===== config.mk =====
export PLATFORM = sky130hd
export DESIGN_NAME = pipe_ctrl_n_flat
export DESIGN_NICKNAME = d
export VERILOG_FILES = /design/src/rtl/pipe_ctrl_n_if.sv /design/src/rtl/pipe_ctrl_n.sv /design/src/flat_wrapper.sv
export SDC_FILE = /design/constraint.sdc
export NUM_CORES = 1
export LEC_CHECK = 0
export CORE_MARGIN = 2
export CORE_UTILIZATION = 46
export CTS_CLUSTER_DIAMETER = 150
export DETAILED_ROUTE_END_ITERATION = 6
export PLACE_DENSITY = 0.81
export SETUP_SLACK_MARGIN = 0.5
export SLEW_MARGIN = 20
export SYNTH_ARGS = -nofsm -noshare
export SYNTH_HDL_FRONTEND = slang
export SYNTH_SLANG_ARGS = --single-unit

===== constraint.sdc =====
create_clock -name clk_i -period 2.2 [get_ports clk_i]
set_input_delay 0.44 -clock clk_i [delete_from_list [all_inputs] [get_ports clk_i]]
set_output_delay 0.44 -clock clk_i [all_outputs]
set_load 0.1 [all_outputs]

===== src/rtl/pipe_ctrl_n_if.sv =====
// Stall/flush/redirect bundle between the pipeline controller (master) and the core it steers (slave).
interface pipe_ctrl_n_if #(
    parameter int STAGES     = 6,
    parameter int ADDR_WIDTH = 32
);
    logic [STAGES-1:0]     stallreq_i;
    logic                  jump_enable_i;
    logic [ADDR_WIDTH-1:0] jump_addr_i;
    logic                  trap_i;
    logic [ADDR_WIDTH-1:0] trap_vec_i;
    logic                  mem_req_i;
    logic                  mem_ack_i;
    logic [STAGES-1:0]     stall_o;
    logic [STAGES-1:0]     flush_o;
    logic [ADDR_WIDTH-1:0] new_pc_o;
    logic                  new_pc_valid_o;
    logic                  timeout_o;
    logic [1:0]            state_o;

    modport master (
        input  stallreq_i, jump_enable_i, jump_addr_i, trap_i, trap_vec_i, mem_req_i, mem_ack_i,
        output stall_o, flush_o, new_pc_o, new_pc_valid_o, timeout_o, state_o
    );

    modport slave (
        output stallreq_i, jump_enable_i, jump_addr_i, trap_i, trap_vec_i, mem_req_i, mem_ack_i,
        input  stall_o, flush_o, new_pc_o, new_pc_valid_o, timeout_o, state_o
    );
endinterface


===== src/rtl/pipe_ctrl_n.sv =====
// Per-stage stall/flush generation plus registered redirect sequencing for an N-stage in-order core.
// Latency: stall/flush combinational; redirect PC valid one cycle after a jump, two after a trap/timeout.
// Backpressure: a stall at stage k holds stages k..0 and bubbles k+1; memory waits time out after MAX_WAIT.
module pipe_ctrl_n #(
    parameter int                    STAGES      = 6,
    parameter int                    ADDR_WIDTH  = 32,
    parameter int                    JUMP_STAGE  = 3,
    parameter int                    MEM_STAGE   = 4,
    parameter int                    MAX_WAIT    = 15,
    parameter logic [ADDR_WIDTH-1:0] RESET_PC    = '0,
    parameter logic [ADDR_WIDTH-1:0] TIMEOUT_VEC = 'h40
) (
    input logic          clk_i,
    input logic          rst_i,
    pipe_ctrl_n_if.master bus
);
    localparam int CW = $clog2(MAX_WAIT + 1);
    localparam logic [CW-1:0]     MAX_W       = CW'(MAX_WAIT);
    localparam logic [STAGES-1:0] MEM_STALL   = STAGES'((64'd1 << (MEM_STAGE + 1)) - 64'd1);
    localparam logic [STAGES-1:0] MEM_FLUSH   = STAGES'(64'd1 << (MEM_STAGE + 1));
    localparam logic [STAGES-1:0] JUMP_FLUSH  = STAGES'((64'd1 << (JUMP_STAGE + 1)) - 64'd2);
    localparam logic [STAGES-1:0] FULL_FLUSH  = ~STAGES'(1);
    localparam logic [STAGES-1:0] REDIR_FLUSH = STAGES'(2);

    typedef enum logic [1:0] {
        RUN      = 2'd0,
        MEM_WAIT = 2'd1,
        DRAIN    = 2'd2,
        REDIRECT = 2'd3
    } state_t;

    state_t                state_q, state_d;
    logic [CW-1:0]         wait_q, wait_d;
    logic [ADDR_WIDTH-1:0] tgt_q, tgt_d, pc_q;
    logic                  valid_q, timeout_q, timeout_d;
    logic [STAGES-1:0]     stall_d, flush_d, req_stall, req_flush;

    // req_stall[i] is set when any stage at or beyond i asks to stall; the bubble sits just above the highest.
    always_comb begin
        logic any;
        any       = 1'b0;
        req_stall = '0;
        req_flush = '0;
        for (int i = STAGES - 1; i >= 0; i--) begin
            any          = any | bus.stallreq_i[i];
            req_stall[i] = any;
        end
        for (int i = 1; i < STAGES; i++) begin
            req_flush[i] = req_stall[i-1] & ~req_stall[i];
        end
    end

    always_comb begin
        state_d   = state_q;
        wait_d    = wait_q;
        tgt_d     = tgt_q;
        timeout_d = timeout_q;
        stall_d   = '0;
        flush_d   = '0;
        case (state_q)
            RUN: begin
                if (bus.trap_i) begin
                    flush_d = FULL_FLUSH;
                    tgt_d   = bus.trap_vec_i;
                    state_d = DRAIN;
                end else if (bus.mem_req_i && !bus.mem_ack_i) begin
                    stall_d = MEM_STALL;
                    flush_d = MEM_FLUSH;
                    wait_d  = CW'(1);
                    state_d = MEM_WAIT;
                end else if (bus.jump_enable_i && !req_stall[JUMP_STAGE]) begin
                    flush_d = JUMP_FLUSH;
                    tgt_d   = bus.jump_addr_i;
                    state_d = REDIRECT;
                end else begin
                    // A jump blocked here is simply dropped; the resolving stage presents it again.
                    stall_d = req_stall;
                    flush_d = req_flush;
                end
            end
            MEM_WAIT: begin
                if (bus.mem_ack_i) begin
                    wait_d  = '0;
                    state_d = RUN;
                end else if (wait_q < MAX_W) begin
                    stall_d = MEM_STALL;
                    flush_d = MEM_FLUSH;
                    wait_d  = wait_q + CW'(1);
                end else begin
                    flush_d   = FULL_FLUSH;
                    timeout_d = 1'b1;
                    tgt_d     = TIMEOUT_VEC;
                    wait_d    = '0;
                    state_d   = DRAIN;
                end
            end
            DRAIN: begin
                flush_d = FULL_FLUSH;
                state_d = REDIRECT;
            end
            REDIRECT: begin
                flush_d = REDIR_FLUSH;
                state_d = RUN;
            end
            default: state_d = RUN;
        endcase
    end

    always_ff @(posedge clk_i or negedge rst_i) begin
        if (!rst_i) begin
            state_q   <= RUN;
            wait_q    <= '0;
            tgt_q     <= RESET_PC;
            pc_q      <= RESET_PC;
            valid_q   <= 1'b0;
            timeout_q <= 1'b0;
        end else begin
            state_q   <= state_d;
            wait_q    <= wait_d;
            tgt_q     <= tgt_d;
            timeout_q <= timeout_d;
            valid_q   <= (state_d == REDIRECT);
            // new_pc_o only moves on entry to REDIRECT so it holds steady through DRAIN.
            if (state_d == REDIRECT) begin
                pc_q <= tgt_d;
            end
        end
    end

    assign bus.stall_o        = rst_i ? stall_d : '0;
    assign bus.flush_o        = rst_i ? flush_d : '0;
    assign bus.new_pc_o       = pc_q;
    assign bus.new_pc_valid_o = valid_q;
    assign bus.timeout_o      = timeout_q;
    assign bus.state_o        = state_q;
endmodule


===== src/flat_wrapper.sv =====
// flat-port wrapper written by rule: the top's interface ports become plain ports
module pipe_ctrl_n_flat 
#(
    parameter int                    STAGES      = 6,
    parameter int                    ADDR_WIDTH  = 32,
    parameter int                    JUMP_STAGE  = 3,
    parameter int                    MEM_STAGE   = 4,
    parameter int                    MAX_WAIT    = 15,
    parameter logic [ADDR_WIDTH-1:0] RESET_PC    = '0,
    parameter logic [ADDR_WIDTH-1:0] TIMEOUT_VEC = 'h40
)
  (clk_i, rst_i, bus_stallreq_i, bus_jump_enable_i, bus_jump_addr_i, bus_trap_i, bus_trap_vec_i, bus_mem_req_i, bus_mem_ack_i, bus_stall_o, bus_flush_o, bus_new_pc_o, bus_new_pc_valid_o, bus_timeout_o, bus_state_o);
  pipe_ctrl_n_if #(.STAGES(STAGES), .ADDR_WIDTH(ADDR_WIDTH)) bus_i ();
  input logic clk_i;
  input logic rst_i;
  input wire logic [$bits(bus_i.stallreq_i)-1:0] bus_stallreq_i;
  input wire logic [$bits(bus_i.jump_enable_i)-1:0] bus_jump_enable_i;
  input wire logic [$bits(bus_i.jump_addr_i)-1:0] bus_jump_addr_i;
  input wire logic [$bits(bus_i.trap_i)-1:0] bus_trap_i;
  input wire logic [$bits(bus_i.trap_vec_i)-1:0] bus_trap_vec_i;
  input wire logic [$bits(bus_i.mem_req_i)-1:0] bus_mem_req_i;
  input wire logic [$bits(bus_i.mem_ack_i)-1:0] bus_mem_ack_i;
  output wire logic [$bits(bus_i.stall_o)-1:0] bus_stall_o;
  output wire logic [$bits(bus_i.flush_o)-1:0] bus_flush_o;
  output wire logic [$bits(bus_i.new_pc_o)-1:0] bus_new_pc_o;
  output wire logic [$bits(bus_i.new_pc_valid_o)-1:0] bus_new_pc_valid_o;
  output wire logic [$bits(bus_i.timeout_o)-1:0] bus_timeout_o;
  output wire logic [$bits(bus_i.state_o)-1:0] bus_state_o;
  assign bus_i.stallreq_i = bus_stallreq_i;
  assign bus_i.jump_enable_i = bus_jump_enable_i;
  assign bus_i.jump_addr_i = bus_jump_addr_i;
  assign bus_i.trap_i = bus_trap_i;
  assign bus_i.trap_vec_i = bus_trap_vec_i;
  assign bus_i.mem_req_i = bus_mem_req_i;
  assign bus_i.mem_ack_i = bus_mem_ack_i;
  assign bus_stall_o = bus_i.stall_o;
  assign bus_flush_o = bus_i.flush_o;
  assign bus_new_pc_o = bus_i.new_pc_o;
  assign bus_new_pc_valid_o = bus_i.new_pc_valid_o;
  assign bus_timeout_o = bus_i.timeout_o;
  assign bus_state_o = bus_i.state_o;
  pipe_ctrl_n #(.STAGES(STAGES), .ADDR_WIDTH(ADDR_WIDTH), .JUMP_STAGE(JUMP_STAGE), .MEM_STAGE(MEM_STAGE), .MAX_WAIT(MAX_WAIT), .RESET_PC(RESET_PC), .TIMEOUT_VEC(TIMEOUT_VEC)) u_core (.clk_i(clk_i), .rst_i(rst_i), .bus(bus_i));
endmodule

# Word-level counts from Yosys, hierarchy flattened
# Cells that the tools add are included.
[word_totals]
inputBits = 76
reg_bits = 72
[op_classes]
n_addsub = 1
bitwise_logic = 17
eq_ne = 6
muxes = 31
n_reduce_logical = 8
n_lt_le_gt_ge = 1
[ops]
columns = ["cell", "n"]
rows = [
  ["$mux 32", 5],
  ["$pmux 32 s2", 1],
  ["$mux 6", 10],
  ["$pmux 6 s4", 1],
  ["$mux 4", 4],
  ["$pmux 6 s2", 1],
  ["$mux 2", 5],
  ["$mux 5", 2],
  ["$pmux 2 s4", 1],
  ["$pmux 4 s2", 1],
  ["$not 1->1", 7],
  ["$eq 2x2->1 const B", 3],
  ["$reduce_and 3->1", 2],
  ["$and 1x1->1", 5],
  ["$or 1x1->1", 5],
  ["$add 4x1->4 const B", 1],
  ["$lt 4x4->1 const B", 1],
  ["$eq 2x1->1 const B", 1],
  ["$logic_and 1x1->1", 2],
  ["$logic_not 1->1", 2],
  ["$logic_not 2->1", 1],
  ["$ne 2x1->1 const B", 1],
  ["$ne 2x2->1 const B", 1],
  ["$reduce_bool 2->1", 1],
]

# Depth between registers and ports, before layout
# Gate-level depths: netlist of the first run.
[depth]
word_depth = 11
mapped_depth = 7

# Worst setup path after synthesis of the first run
# No wires, ideal clock.
[synth_path]
path_type = "flip-flop to output port"
from = "reg u_core.state_q[1] (netlist: u_core.bus.state_o[1])"
to = "out bus_stall_o[5]"
n_path_buf = 2
required_ns = 1.760
path_stages_with_launch = 5
arrival_time_ns = 3.520
slack_ns = -1.760
path_cell_list = "dfrtp_1 > clkbuf_1 > or3_1 > buf_2 > nor3_1"
[synth_via]
elab_chain_len = 3
elab_cells_between_ends = 4
cone_classes = "eq/ne (1); mux (2); reduce/logical (1)"
[synth_rtl]
columns = ["element", "line_no", "rtl"]
rows = [
  ["start, declared", "pipe_ctrl_n.sv:32", "state_t state_q, state_d;"],
  ["start signal, assigned", "pipe_ctrl_n.sv:118", "state_q <= state_d;"],
  ["$eq 2x1->1 / $logic_not 2->1 (equally long branches)", "pipe_ctrl_n.sv:60", "case (state_q)"],
  ["$pmux 6 s2 *", "pipe_ctrl_n.sv:60", ""],
  ["$mux 6 *", "pipe_ctrl_n.sv:130", "assign bus.stall_o = rst_i ? stall_d : '0;"],
  ["end, declared", "flat_wrapper.sv:23", "output wire logic [$bits(bus_i.stall_o)-1:0] bus_stall_o;"],
]
# Mark *: on every way between the ends. The rest lies on a longest branch, timed or not.

# Worst setup path in the final report of the first run
# Ends and elaborated chain as after synthesis.

==> impl_summary.log, run 1 <==
[metrics] Switching Share: slightly below 50%
[metrics] violations in the final reports: setup timing
[metrics] DR DRC count: 0
[metrics] most area-hungry cell type in the Yosys netlist: sky130_fd_sc_hd__dfrtp_1
[metrics] top area cells in the synthesized netlist: sky130_fd_sc_hd__dfrtp_1, sky130_fd_sc_hd__mux2_2, sky130_fd_sc_hd__a221o_1
[metrics] worst slew margin relative to its limit: 55.11%
[metrics] largest vdd supply drop: 0.001124 V
[metrics] delay-heaviest family, CP: simple AND/OR/NAND/NOR gates
[metrics] leakage dissipation: 2.961 nW
[metrics] gate count after technology mapping: 325
[metrics] hpwl dp: 7.358 mm
[metrics] Post-Syn Area: around 0.0037 mm2
[metrics] proportion of layout cells with a drive suffix above 1: around half
[metrics] Yosys Warn Count: 0
[metrics] Syn-to-layout area delta: 75.48%
[metrics] proportion of register bits with asynchronous set or reset after synthesis: between 90% and 100%
[metrics] total I/O pin count: about 120
[metrics] final max-slew violation count: 0
[metrics] final setup violation count: 7
[metrics] fin crit period: 2.271 ns
[metrics] minimum setup slack in the final design: -0.07131 ns
[metrics] slowest cell on the critical path: sky130_fd_sc_hd__dfrtp_4
[metrics] clock share of power: 9.3%
[metrics] number of storage elements in the synthesis netlist: 72
[metrics] fraction of the yosys area taken by sequential cells: 49.32%
[metrics] total clock sinks: 72
[metrics] WS Path Type: reg2out
[metrics] worst setup skew after layout: 0.02465 ns
[metrics] placed standard-cell area: 0.005478 mm2
[metrics] wire length of the first global-routing pass: 18.01 mm
[metrics] cell area after layout: 0.006411 mm2
[metrics] most frequent cells after synthesis: sky130_fd_sc_hd__dfrtp_1, sky130_fd_sc_hd__and2_1, sky130_fd_sc_hd__mux2_2, sky130_fd_sc_hd__o21ai_0, sky130_fd_sc_hd__a221o_1
[metrics] Combinational Power Share: 68.5%
[metrics] iteration-0 DRC count of the detailed router: 194
[metrics] total inserted antenna cells: 0
[metrics] WP data arrival: 1.83 ns
[metrics] die area: 0.008671 mm2
[metrics] clock insertion delay at the later pin of the skew report: around 0.36 ns
[metrics] Cell Chain, Critical Path: or3_4, buf_6, nor3_4, buf_12
[metrics] Port Buf Inserts: 122
[metrics] Detail Route Antenna Nets: 0
[metrics] count of placed standard cells in the final layout, fillers left out: 614
[metrics] CTS H-tree depth: 3
[metrics] most repeated cell in the gate-level netlist after synthesis: sky130_fd_sc_hd__dfrtp_1
[metrics] DR vias: 3630
[metrics] vias in the first global route: ~3700
[metrics] Setup crit start kind: flop
[metrics] root buffer cell: sky130_fd_sc_hd__clkbuf_8
[metrics] ratio of final minimum period to clock period: 103.2%
[metrics] row cnt: 32
[metrics] CTS clock-pin slew for the worst setup and hold paths: 0.10 ns
[metrics] first-pass iteration count of the detailed router: 5
[metrics] Data required, critical path: 1.76 ns
[metrics] Post-Syn Nets: about 400
[metrics] Floorplan Core Area: a little under 0.008 mm2
[metrics] gp weighted congestion: 0.8364
[metrics] Num CTS Buffers: 9
[metrics] total placed cells including tap cells: 566
[metrics] final routed wire length divided by cell count: around 22 um
[metrics] pre-CTS setup slack: -0.3568 ns
[metrics] WHS: 0.1814 ns
[metrics] DRT Wirelength: 13.36 mm
[metrics] Netlist cell types: 50
[metrics] total power divided by cell area: 1631 mW/mm2
[metrics] Die Ht: 93.12 um
[metrics] overall power consumption: 10.45 mW
[metrics] worst min path class: in2async
[metrics] area share of the leading cell type in the synthesized netlist: 49.32%
[metrics] highest net fanout along the worst path: 6
[metrics] sw power: approximately 5.2 mW
[metrics] status: finished, violations left
[metrics] layout filler cell count: 408
[metrics] final hold viol count: 0
[metrics] NumNets Final: 584
[metrics] maximum number of pins on one net before global-route repair: 50
[metrics] Die W: 93.12 um
[metrics] all-layer global routing usage: a little over a quarter
[metrics] timing-limited maximum frequency: 440.3 MHz
[metrics] initial cell density of the core: between 40% and 50%
[metrics] sequential cell fraction of total power: 22.2%
[metrics] internal portion of total power: about 5.3 mW
[metrics] Synth Area per Inst: 11.24 um2
[metrics] critical path endpoint category: output pin
[metrics] average vias per placed instance: 5.912
[metrics] final global-route overflow total: 0
[metrics] CP Buf/Inv Count: 2
[metrics] highest cell delay on the worst timing path: between 0.5 and 0.6 ns
[metrics] worst-margin pin slew: 0.6663 ns
[metrics] most used flip-flop cell after synthesis: sky130_fd_sc_hd__dfrtp_1
[metrics] CTS tree: done
[metrics] max_cap viols: 0
[metrics] setup repair after global routing missed its margin: yes
[metrics] buffer levels on the longest clock path: 2
[metrics] number of enable flip-flop cells after synthesis: 0
[metrics] antenna violations before repair: 0
## stage by stage
step / TNS (ns) / utilization, %
2_1_floorplan: -2.708 / -
3_3_place_gp: -10.87 / 70.89
3_5_place_dp: -13.70 / 70.89
4_1_cts: -0.2177 / 78.21
5_1_grt: -0.7764 / 82.97
6_report: -0.3136 / 82.97
## placed cells by master, fill, tap and decap left out, types with 5 or more instances in the layout
cell type	instances
sky130_fd_sc_hd__buf_6	13
sky130_fd_sc_hd__a221o_1	20
sky130_fd_sc_hd__clkdlybuf4s50_1	64
sky130_fd_sc_hd__dfrtp_1	70
sky130_fd_sc_hd__a21o_2	18
sky130_fd_sc_hd__and2_1	26
sky130_fd_sc_hd__a21o_1	14
sky130_fd_sc_hd__clkbuf_8	9
sky130_fd_sc_hd__buf_4	71
sky130_fd_sc_hd__nand2_1	7
sky130_fd_sc_hd__a21oi_4	7
sky130_fd_sc_hd__mux2_4	32
sky130_fd_sc_hd__o21ai_0	13
sky130_fd_sc_hd__and2_4	5
sky130_fd_sc_hd__buf_12	23
sky130_fd_sc_hd__nor2_4	5
sky130_fd_sc_hd__nor2_1	10
sky130_fd_sc_hd__a221o_2	6
## worst reg2reg max path, delay by kind of cell (launching register included)
kind / cells / cell delay [ns]
mux: 1 / 0.16
simple gates: 2 / 0.60
buf+inv: 5 / 0.62
compound gates: 1 / 0.19
flops: 1 / 0.56
## state kept, by name, summed over array words and instances, names as in the netlist
signal / cells
u_core.bus.timeout_o: 1
u_core.bus.new_pc_valid_o: 1
u_core.bus.state_o: 2
u_core.wait_q: 4
u_core.bus.new_pc_o: 32
u_core.tgt_q: 32
## area by class of cell
class                           count  area [um2]  share of cell area [%]
Inverter                            6       22.52                  0.3513
Multi-Input combinational cell    228        2222                   34.66
Clock inverter                      7       46.29                  0.7221
Timing Repair Buffer              190        2059                   32.12
Clock buffer                        9       123.9                   1.932
Tap cell                          102       127.6                   1.991
Sequential cell                    72        1809                   28.22
## power groups by stage
stage	Combinational, mW	Clock, mW	Sequential (mW)
2_1_floorplan	2.62	0	4.02
3_3_place_gp	5.71	0	2.31
3_5_place_dp	5.82	0	2.34
4_1_cts	6.29	0.945	2.28
5_1_grt	7.42	1.01	2.39
6_report	7.16	0.968	2.32
## worst paths after layout
kind / cells past startpoint / endpoint / startpoint / slack, ns
min in group clk_i: 1 / u_core.tgt_q[19] / u_core.tgt_q[19] / 0.48
hold / removal: 2 / u_core.tgt_q[19] / rst_i / 0.18
hold reg to reg: 1 / u_core.tgt_q[19] / u_core.tgt_q[19] / 0.48
setup reg to reg: 9 / u_core.bus.new_pc_o[24] / u_core.bus.state_o[1] / 0.01
setup / recovery: 4 / bus_stall_o[5] / u_core.bus.state_o[1] / -0.07
max in group asynchronous: 2 / u_core.tgt_q[6] / rst_i / 1.33
## metal layers
metal / part of all wire, % / vias to the layer above / track usage (%)
li1: - / 1578 / -
met1: 38 / 1837 / 32.89
met2: 52 / 179 / 46.86
met3: 6.8 / 36 / 5.802
met4: 2.7 / 0 / 7.475
met5: 0 / - / 0
## what timing repair did
item / 4_1_cts / 5_1_grt
gates cloned: 2 / 6
gates resized for setup: 71 / 51
endpoints found under the hold margin: 4 / 0
pin swaps: 15 / 18
setup endpoints to repair: 77 / 76
hold buffers: 1 / 0
setup buffers: 17 / 6
## cells by family after synthesis
group | after synthesis | share of synthesized area [%]
muxes | 32 | 9.863
xor gates and xnor gates | 1 | 0.2398
other | 1 | 0.1026
adders and majority gates | 1 | 0.3424
and+or+nand+nor | 81 | 12.64
DFF | 72 | 49.32
buffers and inverters | 25 | 3.870
AOI/OAI and AO/OA | 112 | 23.63
Power figures use the tool's default switching activity.
==> run 2, diff against run 1 <==
- ABC_CLOCK_PERIOD_IN_PS: not set -> 2200
==> results of run 2 <==
No change in the layout: final DEF, timing and power equal those of run 1.
==> run 3, diff against run 2 <==
--- a/constraint.sdc
+++ b/constraint.sdc
@@ -3,2 +3,2 @@
 set_output_delay 0.44 -clock clk_i [all_outputs]
-set_load 0.1 [all_outputs]
+set_load 0.02 [all_outputs]
==> run 3 against run 2 <==
The flow now finishes without violations. Hold slack gained 0.016 ns. Non-clock buffer count grew 23. Largest power group unchanged. Sequential cell count is the same.
==> impl_summary.log, run 3 (synthesis gave the netlist of run 1 again) <==
[metrics] WHS: 0.1974 ns
[metrics] pre-CTS setup slack: -0.6547 ns
[metrics] die area: 0.008671 mm2
[metrics] Layout Utilization: 83.53%
[metrics] maximum number of pins on one net before global-route repair: between 40 and 50
[metrics] status: complete, no violations
[metrics] final hold viol count: 0
[metrics] max_cap viols: 0
[metrics] gp weighted congestion: 0.8731
[metrics] CTS H-tree depth: 3
[metrics] hpwl dp: 7.466 mm
[metrics] worst slew margin relative to its limit: between 50% and 60%
[metrics] total I/O pin count: 124
[metrics] NumNets Final: 607
[metrics] cell area after layout: 0.006455 mm2
[metrics] setup slack on the worst flop-to-flop path: 0.10 ns
[metrics] iteration-0 DRC count of the detailed router: 217
[metrics] layout filler cell count: 392
[metrics] final routed wire length divided by cell count: 22.65 um
[metrics] R2R cell count: 9
[metrics] buffer levels on the longest clock path: 2
[metrics] CTS tree: done
[metrics] minimum setup slack in the final design: 0.07700 ns
[metrics] first-pass iteration count of the detailed router: 5
[metrics] highest-count cells in the layout ignoring fill and taps: sky130_fd_sc_hd__dfrtp_1, sky130_fd_sc_hd__clkdlybuf4s50_1, sky130_fd_sc_hd__buf_4
[metrics] critical path endpoint category: output pin
[metrics] worst min path class: in2async
[metrics] final max-slew violation count: 0
[metrics] wire length of the first global-routing pass: 20.06 mm
[metrics] Floorplan Core Area: 0.007727 mm2
[metrics] Crit Reg-Reg Endpoint: u_core.bus.new_pc_o[7]
[metrics] initial cell density of the core: 47.28%
[metrics] highest net fanout along the worst path: 5
[metrics] Cell Chain, Critical Path: or3_4, o311a_4, buf_6
[metrics] Port Buf Inserts: 122
[metrics] DRT Wirelength: 14.43 mm
[metrics] DR vias: between 3000 and 4000
[metrics] Num CTS Buffers: 9
[metrics] Die W: 93.12 um
[metrics] overall power consumption: 8.845 mW
[metrics] largest vdd supply drop: 0.0008026 V
[metrics] CTS clock-pin slew for the worst setup and hold paths: 0.08 ns
[metrics] row cnt: 32
[metrics] clock insertion delay at the later pin of the skew report: 0.36 ns
[metrics] area taken by flip-flops and latches: 0.001804 mm2
[metrics] antenna violations before repair: 0
[metrics] average vias per placed instance: slightly below 6
[metrics] total clock sinks: 72
[metrics] leading cell type in the layout, fill and taps excluded: sky130_fd_sc_hd__dfrtp_1
[metrics] setup repair after global routing missed its margin: yes
[metrics] WS Path Type: reg2out
[metrics] Die Ht: a little over 90 um
[metrics] Setup crit start kind: flop
[metrics] worst setup skew after layout: 0.02107 ns
[metrics] total power divided by cell area: 1370 mW/mm2
[metrics] Data required, critical path: 1.76 ns
[metrics] final global-route overflow total: 0
[metrics] Detail Route Antenna Nets: 0
[metrics] timing-limited maximum frequency: between 400 and 500 MHz
[metrics] placed standard-cell area: 0.005451 mm2
[metrics] Syn-to-layout area delta: 76.68%
[metrics] root buffer cell: sky130_fd_sc_hd__clkbuf_8
[metrics] startpoint of the lowest-slack register-to-register path: u_core.bus.state_o[0]
[metrics] DR DRC count: 0
[metrics] ratio of final minimum period to clock period: 96.50%
[metrics] proportion of layout cells with a drive suffix above 1: 41.87%
[metrics] final setup violation count: 0
[metrics] fin crit period: 2.123 ns
[metrics] CP Buf/Inv Count: 1
[metrics] worst-margin pin slew: 0.6338 ns
[metrics] vias in the first global route: 3971
[metrics] all-layer global routing usage: 29.72%
[metrics] area of combinational cells with multiple inputs: 0.002100 mm2
[metrics] total inserted antenna cells: 0
[metrics] WP data arrival: 1.68 ns
[metrics] slowest cell on the critical path: sky130_fd_sc_hd__dfrtp_2
[metrics] leakage dissipation: 3.068 nW
[metrics] highest cell delay on the worst timing path: between 0.4 and 0.5 ns
[metrics] delay-heaviest family, CP: flip-flops
[run 3: cell types whose count changed in the layout (fill, tap and decap cells not counted), moves of 4 or more]
cell	delta
sky130_fd_sc_hd__and2_4	-5
sky130_fd_sc_hd__a21o_4	+8
sky130_fd_sc_hd__mux2_2	+18
sky130_fd_sc_hd__a21o_2	-8
sky130_fd_sc_hd__buf_12	-14
sky130_fd_sc_hd__buf_4	-17
sky130_fd_sc_hd__clkbuf_16	-4
sky130_fd_sc_hd__and2_1	+5
sky130_fd_sc_hd__dlygate4sd2_1	+35
sky130_fd_sc_hd__mux2_4	-20
sky130_fd_sc_hd__buf_6	+17
[run 3: timing repair]
| action | 4_1_cts | 5_1_grt |
|---|---|---|
| hold endpoints to repair | 1 | 0 |
| hold buffers | 1 | 0 |
| setup endpoints to repair | 112 | 77 |
| buffers inserted | 27 | 10 |
| cloned | 8 | 0 |
| pin swaps | 27 | 21 |
| resized for setup | 165 | 39 |
[run 3: cell type report]
type	instances	share of cell area (%)
Multi-Input combinational cell	228	32.53
Inverter	6	0.3489
Clock inverter	5	0.8529
Clock buffer	11	2.345
Tap cell	102	1.977
Timing Repair Buffer	213	34.00
Sequential cell	72	27.95
[run 3: metrics by stage]
stage	TNS, ns	std cells
2_1_floorplan	0	325
3_3_place_gp	-22.18	575
3_5_place_dp	-24.89	575
4_1_cts	0	627
5_1_grt	0	637
6_report	0	637
[run 3: metal layers]
layer	vias to the layer above	GRT usage [%]	part of all wire, %
li1	1626	-	-
met1	1916	36.41	39
met2	206	51.81	52
met3	46	5.802	5.4
met4	0	11.52	3.3
met5	-	0	0
[run 3: worst max path at each step]
stage                          startpoint              to  depth (start not counted)
global route             u_core.wait_q[0]  bus_flush_o[3]                          6
detailed placement      bus_stallreq_i[4]  bus_flush_o[2]                          6
CTS                     bus_stallreq_i[3]  bus_flush_o[2]                          6
floorplan           u_core.bus.state_o[1]  bus_stall_o[0]                          6
finish              u_core.bus.state_o[0]  bus_flush_o[5]                          3
global placement        bus_stallreq_i[4]  bus_flush_o[2]                          6
[run 3: report_power, final]
part / leakage, nW / internal, mW / total [mW] / switching (mW)
combinational: 2.07 / 2.96 / 5.36 / 2.40
sequential: 0.899 / 1.93 / 2.35 / 0.428
clock: 0.101 / 0.583 / 1.13 / 0.548
total: 3.07 / 5.47 / 8.84 / 3.38
